$ cat src/rtl/quire_to_posit_4_0.sv
// Quire (19-bit two's complement, LSB = 1/16) to posit<4,0> converter.
// Three-stage stream pipeline with a one-entry skid buffer on the input side.
module quire_to_posit_4_0 #(
  parameter bit ONLY_EOW = 1'b0
) (
  input  logic        clk,
  input  logic        rst_n,
  input  logic        rts_i,
  output logic        rtr_o,
  input  logic        sow_i,
  input  logic        eow_i,
  input  logic [18:0] data_i,
  input  logic        NaR_i,
  input  logic        sign_i,
  input  logic        zero_i,
  input  logic        rtr_i,
  output logic        rts_o,
  output logic        sow_o,
  output logic        eow_o,
  output logic [3:0]  posit_o,
  output logic        NaR_o,
  output logic        zero_o,
  output logic        sign_o
);

  logic unused_ok;
  assign unused_ok = ^{sign_i, zero_i};

  logic process_en;
  logic xfer;
  assign process_en = rtr_i | ~rts_o;
  assign xfer       = rts_i & rtr_o;

  logic        skid_full;
  logic        skid_full_next;
  logic [18:0] skid_data;
  logic        skid_nar;
  logic        skid_sow;
  logic        skid_eow;

  logic        src_valid;
  logic [18:0] src_data;
  logic        src_nar;
  logic        src_sow;
  logic        src_eow;
  logic [18:0] src_mag;

  // A parked skid word always goes ahead of anything new from upstream.
  always_comb begin
    src_valid = xfer;
    src_data  = data_i;
    src_nar   = NaR_i;
    src_sow   = sow_i;
    src_eow   = eow_i;
    if (skid_full) begin
      src_valid = 1'b1;
      src_data  = skid_data;
      src_nar   = skid_nar;
      src_sow   = skid_sow;
      src_eow   = skid_eow;
    end
  end

  assign src_mag = src_data[18] ? (~src_data + 19'd1) : src_data;

  always_comb begin
    skid_full_next = skid_full;
    if (process_en)
      skid_full_next = 1'b0;
    else if (xfer)
      skid_full_next = 1'b1;
  end

  always_ff @(posedge clk) begin
    if (!rst_n) begin
      skid_full <= 1'b0;
      skid_data <= '0;
      skid_nar  <= 1'b0;
      skid_sow  <= 1'b0;
      skid_eow  <= 1'b0;
      rtr_o     <= 1'b0;
    end else begin
      skid_full <= skid_full_next;
      if (!process_en && xfer) begin
        skid_data <= data_i;
        skid_nar  <= NaR_i;
        skid_sow  <= sow_i;
        skid_eow  <= eow_i;
      end
      rtr_o <= process_en & ~skid_full_next;
    end
  end

  // Stage 1: magnitude and tags
  logic        s1_valid;
  logic [18:0] s1_mag;
  logic        s1_neg;
  logic        s1_nar;
  logic        s1_sow;
  logic        s1_eow;

  always_ff @(posedge clk) begin
    if (!rst_n) begin
      s1_valid <= 1'b0;
      s1_mag   <= '0;
      s1_neg   <= 1'b0;
      s1_nar   <= 1'b0;
      s1_sow   <= 1'b0;
      s1_eow   <= 1'b0;
    end else if (process_en) begin
      s1_valid <= src_valid & (~ONLY_EOW | src_eow);
      s1_mag   <= src_mag;
      s1_neg   <= src_data[18];
      s1_nar   <= src_nar;
      s1_sow   <= src_sow;
      s1_eow   <= src_eow;
    end
  end

  // Stage 2: thresholds are the round-to-nearest-even midpoints between posits,
  // with 1..5 clamped to minpos and everything from 49 up saturating to maxpos.
  logic [2:0] k_next;
  always_comb begin
    if (s1_mag == 19'd0)       k_next = 3'd0;
    else if (s1_mag <= 19'd5)  k_next = 3'd1;
    else if (s1_mag <= 19'd10) k_next = 3'd2;
    else if (s1_mag <= 19'd13) k_next = 3'd3;
    else if (s1_mag <= 19'd20) k_next = 3'd4;
    else if (s1_mag <= 19'd27) k_next = 3'd5;
    else if (s1_mag <= 19'd48) k_next = 3'd6;
    else                       k_next = 3'd7;
  end

  logic       s2_valid;
  logic [2:0] s2_k;
  logic       s2_neg;
  logic       s2_nar;
  logic       s2_sow;
  logic       s2_eow;

  always_ff @(posedge clk) begin
    if (!rst_n) begin
      s2_valid <= 1'b0;
      s2_k     <= '0;
      s2_neg   <= 1'b0;
      s2_nar   <= 1'b0;
      s2_sow   <= 1'b0;
      s2_eow   <= 1'b0;
    end else if (process_en) begin
      s2_valid <= s1_valid;
      s2_k     <= k_next;
      s2_neg   <= s1_neg;
      s2_nar   <= s1_nar;
      s2_sow   <= s1_sow;
      s2_eow   <= s1_eow;
    end
  end

  // Stage 3: negative posits are the two's complement of the positive pattern
  logic [3:0] posit_next;
  assign posit_next = s2_nar ? 4'b1000 : (s2_neg ? (4'd0 - {1'b0, s2_k}) : {1'b0, s2_k});

  always_ff @(posedge clk) begin
    if (!rst_n) begin
      rts_o   <= 1'b0;
      sow_o   <= 1'b0;
      eow_o   <= 1'b0;
      posit_o <= '0;
    end else if (process_en) begin
      rts_o   <= s2_valid;
      sow_o   <= s2_sow;
      eow_o   <= s2_eow;
      posit_o <= posit_next;
    end
  end

  assign NaR_o  = (posit_o == 4'b1000);
  assign zero_o = (posit_o == 4'b0000);
  assign sign_o = posit_o[3];

endmodule

$ cat config.mk
export PLATFORM = sky130hd
export DESIGN_NAME = quire_to_posit_4_0
export DESIGN_NICKNAME = d
export VERILOG_FILES = /design/src/rtl/quire_to_posit_4_0.sv
export SDC_FILE = /design/constraint.sdc
export NUM_CORES = 1
export LEC_CHECK = 0
export BUFFER_PORTS_ARGS = -buffer_cell sky130_fd_sc_hd__buf_4
export CORE_ASPECT_RATIO = 1.4
export CORE_MARGIN = 3
export CORE_UTILIZATION = 45
export CTS_CLUSTER_SIZE = 28
export DETAILED_ROUTE_END_ITERATION = 12
export GPL_TIMING_DRIVEN = 0
export PLACE_DENSITY = 0.7
export SKIP_LAST_GASP = 1
export SYNTH_ARGS = -nofsm -noshare
export SYNTH_HDL_FRONTEND = slang
export SYNTH_SLANG_ARGS = --single-unit
$ cat constraint.sdc
create_clock -name clk -period 3.36 [get_ports clk]
set_input_delay 0.168 -clock clk [delete_from_list [all_inputs] [get_ports clk]]
set_output_delay 0.168 -clock clk [all_outputs]
set_load 0.02 [all_outputs]
==> impl_metrics.yaml <==
sta:
  rsz0062_at_grt: "no"
  relSlewSlack: 0.352
  max_freq_mhz: 319
  post-route-period-util: 0.932
  period_needed_ps: 3130
  finalSetupViolCount: 0
  slew_viol_final: 0
  tightest_slew_ps: 972
  hold_viol: 0
  fin_skew_ps: 7.41
global_routing:
  grtUsageTotal: 0.209
  grt_overflow_total: 0
  antenna_found_initial: 0
  grt_max_degree: 20
  grt_pass1_wl_um: 13800
  grt_pass1_vias: 2911
yosys:
  synth_area_per_cell_sq_um: 8.40
  synthDistinctLibCells: 56
  synth_edf_count: 0
  synthesis.nets: 425
  ys_ff_latch: 63
  ys_async_sr_fraction: 0
  synth.cell_area_sq_um: 3320
  syn_inst: 395
  synth-main-ff-cell: "dfxtp_1"
  yosys_warnings: 0
  yosysSeqAreaShare: 0.380
finish:
  fillCellCount: 691
  area_delta_synth_final_pct: 18.4
  drive_above_1_share: 0.176
  antenna_cells: 0
  regArea_sq_um: 1260
  final_nets: 470
  multi_input_area_sq_um: 1920
  design_area_sq_um: 3930
setup_path:
  cp-end-kind: "flip-flop"
  crit_path_start_kind: "flip-flop"
  reg2reg_to: "s1_mag[14]$_SDFFE_PN0N_"
  crit_arrival_ps: 3350
  critical_path_class: "flip-flop to flip-flop"
  worstReg2RegStart: "skid_full$_SDFF_PN0_"
  reg2reg_slack_ps: 230
  worstPathRequired_ps: 3580
  path_max_fanout: 19
  reg2regPathDepth: 11
cts:
  postCtsHoldBufs: 0
  clock_latency_ps: 350
  clock-sinks: 63
  cts_tree: "done"
  clk_pin_slew_worst_paths_ps: 70
  cts_setup_buffers: 0
  h-tree-depth: 3
  cts_buffer_depth: 2
  cts-buffers-inserted: 9
  clock-root-buffer: "clkbuf_8"
routing:
  postRouteAntennaNets: 0
  vias: 3068
  wl_um: 8450
  drt-pass1-iter-count: 5
  drc: 0
  wire_per_inst_um: 15.7
  viasPerCell: 5.69
  drt_iter0_drc: 150
power:
  worst_ir_drop_vdd_v: 0.000216
  cellPowerDensity_nw_per_um2: 423
  total_power_mw: 1.66
  leakage_nw: 1.47
floorplan:
  dieWidth_um: 78.6
  dieArea_sq_um: 8450
  pin_count: 39
  core-area_sq_um: 7070
  start_util: 0.469
  num_rows: 36
  die_h_um: 108
placement:
  gp_congestion: 0.846
  place_area_sq_um: 3700
  io_buffer_count: 35
  dp_hpwl_um: 6220
worst_hold_path:
  min-delay-start: "data_i[17]"
  hp-class: "input pin to flip-flop"
  whs_path_depth: 3
  min_to: "skid_data[17]$_SDFFE_PN0P_"
job:
  max_cap_violations: 0
outcome:
  run_status: "complete, no violations"
cells in the mapped netlist (all sizes together) (3+ instances only):
cell type  count  area (sq um)
o211a          6          60.1
xnor2          4          35.0
nor3          11          55.1
and2           4          25.0
a22o           4          35.0
a21boi        33           248
o31ai          4          30.0
xor2           8          70.1
a21oi         11          55.1
or3b           4          35.0
nand2         90           340
o21ai         19          95.1
nand2b         3          18.8
nand4          3          18.8
nor2           8          30.0
mux2           8          90.1
and3           3          18.8
nor4           4          25.0
inv            6          22.5
dfxtp         63          1260
or3            7          46.3
mux2i         19           190
nand3          7          35.0
nor2b          3          18.8
buf            6          32.5
clkbuf        21           109
a31oi          4          25.0
state kept, by name, indices dropped and copies added (netlist names), 3 cells and up:
name and count:
s2_k 3, skid_data 19, s1_mag 19, posit_o 4
critical path: stages (launching register included):
cell      delay [ps]
dfxtp_1          370
clkbuf_4         290
buf_4            240
buf_4            240
buf_4            250
mux2i_1          280
ha_1             240
nor4b_4          250
o22ai_2          200
o41ai_1          330
xor2_1           210
o21ai_0          100
report_power, final:
| group | switching (mW) | internal (mW) |
|---|---|---|
| Combinational | 0.110 | 0.100 |
| Clock | 0.312 | 0.335 |
| Sequential | 0.0248 | 0.779 |
logic make-up (layout without fill, tap and decap cells):
kind of cell | count (synthesis) | after routing | synth area share
flops | 63 | 63 | 0.380
fa+ha+maj | 2 | 2 | 0.00754
mux | 27 | 27 | 0.0845
buf+inv | 34 | 83 | 0.0532
compound gates | 102 | 102 | 0.220
simple gates | 155 | 155 | 0.223
xor+xnor | 12 | 12 | 0.0317
placed cells by master (no fill, tap or decap), types with 3 or more instances in the layout:
master       n
a22o_1       4
clkinvlp_4   3
nand2b_1     3
nor4_1       4
a31oi_1      4
mux2_2       7
xnor2_1      4
and2_1       4
o211a_1      6
and3_1       3
nand4_1      3
nor2b_1      3
a21oi_1     11
a21boi_0    33
buf_4       39
xor2_1       8
nand2_1     89
inv_1        6
clkbuf_8    12
nor3_1      11
dfxtp_1     63
mux2i_1     19
clkbuf_1    18
nand3_1      7
o21ai_0     17
o31ai_1      4
or3_1        5
nor2_1       8
worst max path at each step:
stage	startpoint	to	slack (ps)	depth (start not counted)
3_5_place_dp	skid_full$_SDFF_PN0_	s1_mag[14]$_SDFFE_PN0N_	-410	12
2_1_floorplan	skid_full$_SDFF_PN0_	s1_mag[14]$_SDFFE_PN0N_	360	12
6_report	skid_full$_SDFF_PN0_	s1_mag[14]$_SDFFE_PN0N_	230	11
5_1_grt	skid_full$_SDFF_PN0_	s1_mag[14]$_SDFFE_PN0N_	10	11
3_3_place_gp	skid_full$_SDFF_PN0_	s1_mag[14]$_SDFFE_PN0N_	-280	12
4_1_cts	skid_full$_SDFF_PN0_	s1_mag[14]$_SDFFE_PN0N_	130	11
area by class of cell:
class	instances	share of cell area
Multi-Input combinational cell	298	0.488
Tap cell	95	0.0303
Timing Repair Buffer	35	0.0669
Clock buffer	9	0.0315
Inverter	6	0.00574
Buffer	27	0.0405
Clock inverter	6	0.0159
Sequential cell	63	0.321
timing repair:
| item | in CTS | in global routing |
|---|---|---|
| resized for setup | 6 | 3 |
| pin swaps | 0 | 0 |
| hold endpoints to repair | 0 | 0 |
| endpoints found under the setup margin | 8 | 4 |
per-stage QoR:
stage	std cells	setup WS, ps	hold slack [ps]	TNS, ps	utilization
floorplan	395	363	313	0	-
global placement	525	-282	436	-1220	0.523
detailed placement	525	-414	448	-1870	0.523
CTS	539	130	65.0	0	0.552
global route	539	12.1	73.8	0	0.555
finish	539	228	77.2	0	0.555
layer usage:
layer,global-route usage,vias up,part of all wire
li1,-,1498,-
met1,0.238,1473,0.43
met2,0.365,76,0.51
met3,0.0477,21,0.036
met4,0.0988,0,0.030
met5,0,-,0
(Power assumes the default switching activity.)
